$ cat config.mk
export PLATFORM = sky130hd
export DESIGN_NAME = mux_rr_arbiter
export DESIGN_NICKNAME = d
export VERILOG_FILES = /design/src/rtl/mux_rr_arbiter.sv
export SDC_FILE = /design/constraint.sdc
export NUM_CORES = 1
export LEC_CHECK = 0
export CAP_MARGIN = 0
export CORE_MARGIN = 5
export CORE_UTILIZATION = 55
export DETAILED_ROUTE_END_ITERATION = 12
export PLACE_DENSITY_LB_ADDON = 0.05
export SLEW_MARGIN = 10
export SYNTH_ARGS = -nofsm -noshare
export SYNTH_HDL_FRONTEND = slang
export SYNTH_SLANG_ARGS = --single-unit
$ cat constraint.sdc
create_clock -name clk -period 3 [get_ports clk]
set_input_delay 0.45 -clock clk [delete_from_list [all_inputs] [get_ports clk]]
set_output_delay 0.45 -clock clk [all_outputs]
set_load 0.02 [all_outputs]
$ cat src/rtl/mux_rr_arbiter.sv
// -----------------------------------------------------------------------------
// mux_rr_arbiter
//   Round-robin arbiter and sequencer for a shared 4:1 bit mux. Four
//   requesters compete for the mux. One owner is granted at a time, the mux
//   select lines follow the owner, and the selected data bit is registered.
//   An owner may keep the mux for at most MAX_HOLD cycles while someone else
//   is waiting. When nobody else wants the mux, the owner keeps it indefinitely.
//
// Parameters
//   MAX_HOLD  cycles an owner may keep the grant under contention (1..2**HOLD_W-1)
//   HOLD_W    width of the hold counter
//
// Ports
//   clk      in   1  clock, all state changes on the rising edge
//   rst_n    in   1  synchronous active-low reset
//   req      in   4  request vector, req[i] = requester i wants the mux
//   d        in   4  mux data inputs
//   gnt      out  4  one-hot grant, all zero when idle
//   sel      out  2  mux select = index of the current or last owner
//   busy     out  1  high while a grant is active
//   z        out  1  registered mux output
//   z_valid  out  1  z holds d[sel] sampled during a grant cycle
// -----------------------------------------------------------------------------
module mux_rr_arbiter #(
    parameter int MAX_HOLD = 4,
    parameter int HOLD_W   = 3
) (
    input  logic       clk,
    input  logic       rst_n,
    input  logic [3:0] req,
    input  logic [3:0] d,
    output logic [3:0] gnt,
    output logic [1:0] sel,
    output logic       busy,
    output logic       z,
    output logic       z_valid
);

    localparam logic [HOLD_W-1:0] HOLD_LIMIT = HOLD_W'(MAX_HOLD);
    localparam logic [HOLD_W-1:0] HOLD_ONE   = HOLD_W'(1);

    typedef enum logic {
        IDLE,
        GRANT
    } state_t;

    state_t            state;
    logic [1:0]        last_ptr;
    logic [HOLD_W-1:0] hold_cnt;

    // Result format {found, index}
    logic [2:0] pick_idle;
    logic [2:0] pick_next;

    // Round-robin search starting just after p. The loop runs from the
    // farthest candidate to the nearest so the nearest match wins. When
    // excl is set, p itself is never chosen.
    function automatic logic [2:0] rr_pick(input logic [3:0] r,
                                           input logic [1:0] p,
                                           input logic       excl);
        logic [2:0] res;
        logic [1:0] idx;
        res = 3'b000;
        for (int k = 4; k >= 1; k--) begin
            idx = p + 2'(k);
            if (r[idx] && !(excl && k == 4)) begin
                res = {1'b1, idx};
            end
        end
        return res;
    endfunction

    // pick_next excludes the current owner. Its found bit therefore means
    // "someone other than the owner is requesting". On a hand-off the owner
    // has dropped its request, so the same pick also serves that case.
    always_comb begin
        pick_idle = rr_pick(req, last_ptr, 1'b0);
        pick_next = rr_pick(req, sel, 1'b1);
    end

    // Arbitration state, grant outputs and the registered mux datapath.
    // The datapath samples the current registered busy and sel, so z
    // trails the grant by one cycle.
    always_ff @(posedge clk) begin
        if (!rst_n) begin
            state    <= IDLE;
            gnt      <= 4'b0000;
            sel      <= 2'b00;
            busy     <= 1'b0;
            z        <= 1'b0;
            z_valid  <= 1'b0;
            hold_cnt <= '0;
            last_ptr <= 2'b11;
        end else begin
            z_valid <= busy;
            z       <= busy ? d[sel] : 1'b0;

            case (state)
                IDLE: begin
                    if (pick_idle[2]) begin
                        state    <= GRANT;
                        sel      <= pick_idle[1:0];
                        gnt      <= 4'b0001 << pick_idle[1:0];
                        busy     <= 1'b1;
                        hold_cnt <= HOLD_ONE;
                    end
                end

                GRANT: begin
                    if (!req[sel]) begin
                        last_ptr <= sel;
                        if (pick_next[2]) begin
                            sel      <= pick_next[1:0];
                            gnt      <= 4'b0001 << pick_next[1:0];
                            hold_cnt <= HOLD_ONE;
                        end else begin
                            state    <= IDLE;
                            gnt      <= 4'b0000;
                            busy     <= 1'b0;
                            hold_cnt <= '0;
                        end
                    end else if (hold_cnt == HOLD_LIMIT && pick_next[2]) begin
                        last_ptr <= sel;
                        sel      <= pick_next[1:0];
                        gnt      <= 4'b0001 << pick_next[1:0];
                        hold_cnt <= HOLD_ONE;
                    end else if (hold_cnt != HOLD_LIMIT) begin
                        hold_cnt <= hold_cnt + HOLD_ONE;
                    end
                end

                default: state <= IDLE;
            endcase
        end
    end

endmodule

======== Word-level counts from Yosys, hierarchy flattened ========
Cells that the tools add are included.
word-level totals
  RAM bits ................................ 0
  logic and storage cells ................. 93
  bits of input ports ..................... 10
  latch bits .............................. 0
  register bits after elaboration ......... 15
  memories ................................ 0
  ROM bits ................................ 0
  output and inout port bits .............. 9
cells by class
  muxes and demuxes ....................... 51
  $lt $le $gt $ge ......................... 8
  reductions and logical operators ........ 7
  multipliers ............................. 0
  $add $sub $neg .......................... 7
  eq/ne operators ......................... 9
  shift operators ......................... 2
  bitwise gates (word level) .............. 1
  div/mod/pow operators ................... 0
operator list
  cell                 number
  $mux 3               11
  $lt 2x3->1 const B   8
  $bmux 1 s2           9
  $mux 1               16
  $mux 4               4
  $mux 2               6
  $add 2x2->2 const B  4
  $pmux 4 s2           1
  $reduce_and 2->1     4
  $shl 1x2->4 const A  2
  $ne 2x2->1 const B   3
  $pmux 3 s2           1
  $reduce_and 3->1     2
  $add 2x1->2 const B  2
  $ne 4x2->1 const B   1
  $pmux 1 s2           2
  $pmux 2 s2           1
  $add 3x1->3 const B  1
  $eq 3x3->1 const B   1
  $ne 3x1->1 const B   1
  $ne 3x2->1 const B   1
  $ne 3x3->1 const B   1
  $ne 2x1->1 const B   1
  $logic_and 1x1->1    1
  $not 1->1            1

======== Depth between registers and ports, before layout ========
Gate-level depths: netlist (run 1).
  depth in word-level cells ............... 10
  depth in mapped cells ................... 7

======== Worst setup path after synthesis (run 1) ========
Ideal clock, no wire load.
  path type ............................... reg-to-reg
  from .................................... register sel[1]
  to ...................................... register hold_cnt[2]
  cell stages (with the launch flop) ...... 7
  buffers on the path ..................... 1
  arrival time ............................ 1.767 ns
  required time ........................... 2.911 ns
  period minus slack after synthesis ...... 1.856 ns
  path slack .............................. 1.144 ns
  cell sequence ........................... dfxtp_1 -> mux4_2 -> buf_6 -> nor2_4 -> a21boi_1 -> o21ai_1 -> a311oi_2
on the way
  longest elaborated chain between the ends .. 10
  elaborated cells between the ends (all ways) .. 20
RTL lines
  what                          line  source
  start: declaration            33    output logic [1:0] sel,
  start signal: assignment      102   sel <= pick_idle[1:0];
  start signal: assignment      113   sel <= pick_next[1:0];
  start signal: assignment      124   sel <= pick_next[1:0];
  $add 2x2->2                   65    idx = p + 2'(k);
  $bmux 1 s2                    66    if (r[idx] && !(excl && k == 4)) begin
  $mux 1 (implied by the code)  66
  $mux 3 (3 in a row)           66
  $logic_and 1x1->1             122   end else if (hold_cnt == HOLD_LIMIT && pick_next[2]) begin
  $mux 3                        122
  $mux 3                        110   if (!req[sel]) begin
  $pmux 3 s2                    98    case (state)
  end signal: assignment        128   hold_cnt <= hold_cnt + HOLD_ONE;
  end: declaration              49    logic [HOLD_W-1:0] hold_cnt;
Several ways; a longest one is shown, not always the timed one. The select of a mux whose other input is x is not followed.
A chain may end at the register's enable or synchronous reset.

======== Worst setup path in the final report (run 1) ========
  from .................................... input req[1]
  to ...................................... register gnt[0]
on the way
  longest elaborated chain between the ends .. 9
  elaborated cells between the ends (all ways) .. 34
RTL lines
  what                                          line          source
  start: declaration                            30            input logic [3:0] req,
  $bmux 1 s2                                    66
  $mux 1 (implied by the code)                  66
  $mux 3 (3 in a row)                           66
  $shl 1x2->4 / $mux 3 (equally long branches)  114, 125, 66
  $mux 4, or another cell as far along          112           if (pick_next[2]) begin
  $mux 4 (on tied branches)                     110, 100
  $pmux 4 s2                                    98
  end signal: assignment                        103           gnt <= 4'b0001 << pick_idle[1:0];
  end signal: assignment                        114           gnt <= 4'b0001 << pick_next[1:0];
  end signal: assignment                        125           gnt <= 4'b0001 << pick_next[1:0];
  end: declaration                              32            output logic [3:0] gnt,
Several ways; a longest one is shown, not always the timed one. The select of a mux whose other input is x is not followed.

==> impl_metrics.yaml, run 1 <==
logic_synthesis:
  async_reset_ff_share_pct: 0
  postSynthCellCount: 136
  syn-cell-area_mm2: 0.00121
  synthTopCellsByArea: "dfxtp_1 (25%), a2111oi_2 (5.0%), nor4_1 (4.1%)"
  ys.flop_type: "dfxtp_1"
  syn_nets: 148
  ys_seq_elements: 15
  synth.distinct_cells: 58
  synth_top_cell_by_area: "dfxtp_1"
  synth_edf_count: 0
  post_synth.cell_area_avg_um2: 8.91
  yosysTopAreaCellShare_pct: 24.8
  ys_warn_count: 0
  seq_area_frac_synth_pct: 24.8
placement:
  globalplace.congestion: 0.856
  hpwl_mm: 2.13
  dpl-instance-area_mm2: 0.00136
  portBuffers: 18
timing:
  tightest_slew_ps: 691
  setup_viol: 0
  final_hold_viol_count: 0
  maxSlewViolCount: 0
  rsz0062_at_grt: "false"
  setup-tns-final_ps: 0
  max-slew-margin-rel_pct: 53.9
  period_share_pct: 79.0
  fin_skew_ps: 0.754
  max_freq_mhz: 422
  fin_crit_ps: 2370
  whs_ps: 496
detailed_routing:
  wl_per_cell_um: 15.9
  ant_nets: 0
  routed_wl_mm: 2.82
  post-route-drc-count: 0
  drt-initial-drc-count: 30
  first_pass_iters: 4
  via_count: 1117
  viasPerCell: 6.28
cts:
  postCtsSetupBuffers: 0
  cts_tree: "done"
  cts_buffers: 3
  clockBufferDepth: 2
  htree_levels: 1
  clk_pin_slew_ps: 100
  clkLatencyLatePin_ps: 280
  postCtsHoldBufs: 0
  cts_root_buf: "clkbuf_4"
  cts_resized: 0
  cts_sinks: 15
setup_path:
  crit_type: "in -> reg"
  cp.required_ps: 3180
  path_cells: "clkdlybuf4s50_1 > mux4_2 > a21oi_4 > a2bb2oi_2 > a2111oi_2"
  crit_family: "multiplexers"
  critPathSlowestCell: "mux4_2"
  crit_arrival_ps: 2550
  crit_buf_inv: 1
  critPathMaxFanout: 14
  worst_path_largest_cell_delay_ps: 740
  end_kind: "flip-flop"
  startpoint_type: "primary input"
cells_and_area:
  fin_util_pct: 64.6
  ff_latch_area_um2: 300
  nets: 163
  fillers: 188
  area_delta_synth_final_pct: 14.4
  antenna_cells: 0
  design_area_mm2: 0.00139
  drive_above_1_share_pct: 18.0
  multi_input_area_um2: 818
floorplanning:
  start_util_pct: 56.4
  num_io_pins: 19
  die-height_um: 57.0
  rows: 17
  die_area_mm2: 0.00324
  die_w_um: 57.0
  core_mm2: 0.00215
global_route:
  grt.total_usage_pct: 18.8
  grt_first_pass_wirelength_mm: 5.00
  overflow: 0
  grt_max_degree: 20
  grt_antenna_before_repair: 0
  grt_pass1_vias: 1101
power_and_ir_drop:
  p_leak_nw: 0.481
  power.density_mw_per_mm2: 519
  vdd_drop_max_uv: 329
min_path:
  min_path_type: "reg -> reg"
status:
  status: "complete, no violations"
flow_run:
  drv_cap: 0
-- layer usage --
layer  vias to the layer above  wire (um)  GRT usage [%]
met1                       529       1240           23.7
met3                        10        126           4.98
met5                         -          0              0
met4                         0         63           5.63
met2                        27       1390           31.2
li1                        551          -              -
-- Yosys cell counts (all sizes together), types with 2 or more instances --
| cell | count |
|---|---|
| dfxtp | 15 |
| mux4 | 2 |
| o32ai | 2 |
| a31oi | 2 |
| ha | 2 |
| buf | 8 |
| and2 | 3 |
| a2111oi | 4 |
| nor3 | 3 |
| and3 | 3 |
| nor2b | 4 |
| a21boi | 2 |
| a21oi | 6 |
| o21ai | 6 |
| o211ai | 3 |
| inv | 6 |
| nand3 | 3 |
| and3b | 2 |
| a32oi | 4 |
| nor2 | 12 |
| nor4 | 8 |
| mux2i | 2 |
| and2b | 2 |
| nand2b | 3 |
| nand2 | 9 |
-- where the power goes --
group          total (W)  internal [W]  switching (W)
Combinational   0.000324      0.000151       0.000173
Sequential      0.000279      0.000229      0.0000495
Clock           0.000118     0.0000495      0.0000690
-- worst register-to-register path: cells and delay by family, from the launching register on --
family / cells / cell delay [ps]
compound gates: 3 / 720
flops: 1 / 660
mux: 1 / 750
-- cells by family after synthesis --
group	count (synthesis)	share of synthesized area (%)
and+or+nand+nor	59	28.9
AOI/OAI and AO/OA	39	29.4
buffers and inverters	15	7.74
DFF	15	24.8
muxes	5	6.29
adders and majority gates	3	2.89
-- through the flow --
stage / power (W) / setup WS [ps] / std cells
global route: 0.000777 / 543 / 178
detailed placement: 0.000606 / 340 / 174
global placement: 0.000598 / 381 / 174
floorplan: 0.000520 / 1140 / 136
CTS: 0.000724 / 631 / 178
finish: 0.000721 / 630 / 178
-- registers in the layout, summed over array words and instances, names as in the netlist --
signal / flops
z_valid: 1
hold_cnt: 3
busy: 1
sel: 2
z: 1
state: 1
last_ptr: 2
gnt: 4
-- cells in the final DEF (no fill, tap or decap), types with 2 or more instances in the layout --
cell / n
clkdlybuf4s50_1: 18
dfxtp_1: 15
nor2_1: 11
nand2_1: 9
nor4_1: 8
inv_1: 6
a21oi_1: 5
nor2b_1: 4
o21ai_0: 4
a32oi_1: 4
a2111oi_2: 4
nand2b_1: 3
and2_1: 3
and3_1: 3
clkbuf_4: 3
mux4_2: 2
nor3_1: 2
o211ai_1: 2
nand3_1: 2
mux2i_1: 2
o32ai_1: 2
ha_1: 2
-- area by class of cell --
cell class                      count  area share [%]
Timing Repair Buffer               18            13.0
Tap cell                           28            2.52
Multi-Input combinational cell    106            59.0
Sequential cell                    15            21.6
Inverter                            7            1.89
Clock inverter                      1           0.361
Clock buffer                        3            1.62
-- path summary, 6_finish.rpt --
check,slack (ps),endpoint,start,depth (start not counted)
max reg2reg,760,gnt[0],sel[1],4
min reg2reg,500,z_valid,busy,2
min,500,z_valid,busy,2
max,630,gnt[0],req[1],5
No activity file was read; power rests on OpenSTA's default activity.
==> run 2, diff against run 1 <==
--- a/config.mk
+++ b/config.mk
@@ -7,7 +7,7 @@
 export LEC_CHECK = 0
 export CAP_MARGIN = 0
 export CORE_MARGIN = 5
-export CORE_UTILIZATION = 55
+export CORE_UTILIZATION = 48
 export DETAILED_ROUTE_END_ITERATION = 12
 export PLACE_DENSITY_LB_ADDON = 0.05
 export SLEW_MARGIN = 10
==> constraint.sdc (replaced) <==
create_clock -name clk -period 2.1 [get_ports clk]
set_input_delay 0.315 -clock clk [delete_from_list [all_inputs] [get_ports clk]]
set_output_delay 0.315 -clock clk [all_outputs]
set_load 0.02 [all_outputs]
==> impl_metrics.yaml, run 2 (synthesis results as in run 1) <==
status:
  status: "complete, no violations"
min_path:
  worstHoldStart: "busy"
  hold_path_depth: 2
  holdPathEnd: "z_valid"
  min_path_type: "reg -> reg"
placement:
  hpwl_mm: 2.65
  portBuffers: 18
  place_ws_ps: -195
  globalplace.congestion: 0.807
timing:
  rsz0062_at_grt: "false"
  worst_slack_ps: 151
  setup_viol: 0
  max-slew-margin-rel_pct: 74.0
  fin_skew_ps: 4.17
  period_share_pct: 92.8
  tightest_slew_ps: 389
  fin_crit_ps: 1950
  setup-tns-final_ps: 0
  maxSlewViolCount: 0
  whs_ps: 485
  final_hold_viol_count: 0
  max_freq_mhz: 513
setup_path:
  crit_type: "in -> reg"
  r2r-end: "gnt[2]"
  worst_path_largest_cell_delay_ps: 610
  crit_arrival_ps: 2150
  reg2reg_setup_slack_ps: 220
  cp.required_ps: 2300
  critPathSlowestCell: "mux4_2"
  r2r_start: "sel[1]"
  end_kind: "flip-flop"
  crit_family: "buffers and inverters"
  critPathMaxFanout: 8
  crit_buf_inv: 2
  startpoint_type: "primary input"
  reg2reg_depth: 7
  path_cells: "clkdlybuf4s50_1 > mux4_2 > a21oi_4 > a2bb2oi_2 > buf_4 > a2111oi_2"
global_route:
  grt_pass1_vias: 1216
  grt_first_pass_wirelength_mm: 5.63
  grt_max_degree: 11
  overflow: 0
  grt_antenna_before_repair: 0
  grt.total_usage_pct: 20.6
cts:
  clk_pin_slew_ps: 90
  clkLatencyLatePin_ps: 300
  clockBufferDepth: 2
  cts_buffers: 3
  postCtsHoldBufs: 0
  htree_levels: 1
  cts_sinks: 15
  cts_tree: "done"
  cts_root_buf: "clkbuf_4"
  cts_resized: 0
detailed_routing:
  ant_nets: 0
  viasPerCell: 5.66
  drt-initial-drc-count: 37
  via_count: 1212
  first_pass_iters: 4
  routed_wl_mm: 3.30
  wl_per_cell_um: 15.4
  post-route-drc-count: 0
floorplanning:
  die_w_um: 60.3
  rows: 18
  core_mm2: 0.00245
  die_area_mm2: 0.00363
  num_io_pins: 19
  start_util_pct: 49.4
  die-height_um: 60.3
power_and_ir_drop:
  vdd_drop_max_uv: 625
  p_sw_w: 0.000456
  p_leak_nw: 0.653
  p_int_w: 0.000712
  swShare_pct: 39.0
  p_clk_share_pct: 15.4
  combPwrFrac_pct: 53.1
  pwr-share-seq_pct: 31.6
  totalPowerFinal_w: 0.00117
  power.density_mw_per_mm2: 700
cells_and_area:
  antenna_cells: 0
  area_delta_synth_final_pct: 37.8
  top_register: "gnt"
  most-common-layout-cells: "buf_4 (32), clkdlybuf4s50_1 (18), dfxtp_1 (15)"
  mostFrequentLayoutCell: "buf_4"
  nets: 197
  drive_above_1_share_pct: 33.2
  largest_reg_flops: 4
  fin_util_pct: 68.0
  top_regs: "gnt (4), hold_cnt (3)"
flow_run:
  drv_cap: 0
-- run 2: cell count changes in the layout (fill, tap and decap cells not counted) --
cell	before	now
buf_4	0	32
buf_12	0	2
-- run 2: through the flow --
step / instances / instance area (um2)
2_1_floorplan: 136 / 1210
3_3_place_gp: 209 / 1640
3_5_place_dp: 209 / 1640
4_1_cts: 213 / 1660
5_1_grt: 214 / 1670
6_report: 214 / 1670
-- run 2: per-layer routing --
layer | track usage, % | wire, um | vias to the layer above
met5 | 0 | 0 | -
met4 | 9.81 | 78 | 0
met3 | 3.89 | 145 | 7
met2 | 33.6 | 1600 | 30
met1 | 25.6 | 1470 | 560
li1 | - | - | 615
-- run 2: final cells by class --
| type | instances | area (um2) |
|---|---|---|
| clock buffers | 3 | 22.5 |
| flip-flops and latches | 15 | 300 |
| clock inverters | 1 | 5.00 |
| fillers | 207 | 785 |
| well taps | 30 | 37.5 |
| multi-input cells | 106 | 818 |
| repair buffers | 52 | 460 |
| inverters | 7 | 26.3 |
-- run 2: tightest hold or removal path: cells and delay by family (launching register included) --
family | cells | cell delay, ps
AND/OR/NAND/NOR | 1 | 40
flip-flops | 1 | 330
buffers and inverters | 1 | 70
-- run 2: how the worst max path moves through the flow --
stage | startpoint | endpoint | slack (ps) | depth (start not counted)
6_report | req[1] | gnt[2] | 150 | 6
5_1_grt | req[0] | gnt[0] | 30 | 9
4_1_cts | req[0] | gnt[2] | 140 | 8
3_5_place_dp | req[0] | gnt[2] | -190 | 8
3_3_place_gp | req[2] | sel[0] | -140 | 7
2_1_floorplan | sel[1] | hold_cnt[2] | 240 | 6
-- run 2: timing repair --
action	in CTS	in global routing
setup buffers	0	1
hold endpoints to repair	0	0
setup endpoints to repair	0	2
-- run 2: power groups by stage --
| stage | Sequential (W) | Combinational [W] | Clock [W] |
|---|---|---|---|
| 6_report | 0.000369 | 0.000620 | 0.000180 |
| 5_1_grt | 0.000375 | 0.000675 | 0.000203 |
| 4_1_cts | 0.000368 | 0.000622 | 0.000191 |
| 3_5_place_dp | 0.000375 | 0.000619 | 0 |
| 3_3_place_gp | 0.000372 | 0.000609 | 0 |
| 2_1_floorplan | 0.000402 | 0.000341 | 0 |
==> run 3, diff against run 2 <==
--- a/config.mk
+++ b/config.mk
@@ -6,6 +6,7 @@
 export NUM_CORES = 1
 export LEC_CHECK = 0
 export CAP_MARGIN = 0
+export CORE_ASPECT_RATIO = 1.25
 export CORE_MARGIN = 5
 export CORE_UTILIZATION = 48
 export DETAILED_ROUTE_END_ITERATION = 12
==> impl_metrics.yaml, run 3 (synthesis results as in run 1) <==
min_path:
  worstHoldStart: "busy"
  min_path_type: "reg -> reg"
  holdPathEnd: "z_valid"
  hold_path_depth: 2
setup_path:
  crit_type: "in -> reg"
  crit_arrival_ps: 2170
  r2r_start: "sel[0]"
  startpoint_type: "primary input"
  cp.required_ps: 2250
  reg2reg_setup_slack_ps: 170
  end_kind: "flip-flop"
  r2r-end: "gnt[2]"
  crit_path_start: "req[0]"
  critPathMaxFanout: 5
  reg2reg_depth: 6
detailed_routing:
  viasPerCell: 5.72
  wl_per_cell_um: 15.0
  via_count: 1213
  drt-initial-drc-count: 36
  ant_nets: 0
  post-route-drc-count: 0
  routed_wl_mm: 3.18
  first_pass_iters: 4
power_and_ir_drop:
  vdd_drop_max_uv: 668
  p_int_w: 0.000705
  swShare_pct: 38.9
  pwr-share-seq_pct: 32.5
  p_clk_share_pct: 14.6
  p_leak_nw: 0.626
  combPwrFrac_pct: 52.9
  power.density_mw_per_mm2: 702
  p_sw_w: 0.000448
timing:
  max-slew-margin-rel_pct: 68.3
  whs_ps: 479
  setup_viol: 0
  max_freq_mhz: 495
  tightest_slew_ps: 471
  maxSlewViolCount: 0
  rsz0062_at_grt: "false"
  fin_skew_ps: 1.43
  fin_crit_ps: 2020
  final_hold_viol_count: 0
  period_share_pct: 96.2
placement:
  hpwl_mm: 2.56
  globalplace.congestion: 0.868
  portBuffers: 18
global_route:
  grt_antenna_before_repair: 0
  grt_pass1_vias: 1227
  grt_max_degree: 13
  grt_first_pass_wirelength_mm: 5.62
  overflow: 0
  grt.total_usage_pct: 20.8
cells_and_area:
  most-common-layout-cells: "buf_4 (28), clkdlybuf4s50_1 (18), dfxtp_1 (15)"
  largest_reg_flops: 4
  antenna_cells: 0
  drive_above_1_share_pct: 31.8
  nets: 192
  top_regs: "gnt (4), hold_cnt (3)"
  fin_util_pct: 67.7
  mostFrequentLayoutCell: "buf_4"
  top_register: "gnt"
  area_delta_synth_final_pct: 35.5
floorplanning:
  core_mm2: 0.00243
  die_area_mm2: 0.00364
  start_util_pct: 49.9
  num_io_pins: 19
  die-height_um: 66.2
  die_w_um: 55.0
  rows: 20
cts:
  cts_resized: 0
  cts_root_buf: "clkbuf_4"
  clkLatencyLatePin_ps: 280
  clockBufferDepth: 2
  htree_levels: 1
  postCtsSetupBuffers: 0
  clk_pin_slew_ps: 100
  cts_tree: "done"
  cts_buffers: 3
  cts_sinks: 15
  postCtsHoldBufs: 0
status:
  status: "complete, no violations"
flow_run:
  drv_cap: 0
==> run 3: stage by stage <==
stage	TNS (ps)	instance area [um2]	power (W)	setup WS (ps)	cells
final	0	1640	0.00115	80.6	212
after global routing	0	1640	0.00124	15.4	212
after CTS	0	1610	0.00114	103	212
after detailed placement	-1250	1580	0.000972	-188	208
after global placement	-745	1580	0.000961	-123	208
after floorplan	0	1210	0.000743	244	136
==> run 3: area by class of cell <==
cell class | count | area (um2)
clock buffers | 3 | 22.5
clock inverters | 1 | 5.00
fillers | 226 | 785
inverters | 7 | 26.3
multi-input cells | 106 | 846
flip-flops and latches | 15 | 300
well taps | 33 | 41.3
repair buffers | 47 | 402
==> run 3: worst max path at each step <==
stage                             end  slack (ps)  cells past startpoint
after floorplan           hold_cnt[2]         240                      6
after global placement         gnt[1]        -120                      7
after detailed placement       gnt[2]        -190                      8
after CTS                      gnt[2]         100                      8
after global routing           gnt[1]          20                      7
final                          gnt[2]          80                      8
==> run 3: worst max-delay path: stages <==
cell and delay, ps:
clkdlybuf4s50_1 450, buf_4 170, nor3b_2 220, nand3_4 130, and3b_4 200, buf_4 140
nor4_1 420, a2111oi_4 100
==> run 3: per-layer routing <==
metal  vias to the layer above  GRT usage [%]  wire length (um)
met4                         0           7.29                72
met1                       577           26.4              1390
met5                         -              0                 0
met3                         6           2.03                91
li1                        604              -                 -
met2                        26           35.2              1630
==> run 3: power groups by stage <==
| stage | clock network, W | registers, W | logic (W) |
|---|---|---|---|
| detailed placement | 0 | 0.000381 | 0.000591 |
| floorplan | 0 | 0.000402 | 0.000341 |
| finish | 0.000169 | 0.000374 | 0.000610 |
| global route | 0.000192 | 0.000382 | 0.000667 |
| CTS | 0.000175 | 0.000374 | 0.000594 |
| global placement | 0 | 0.000379 | 0.000582 |
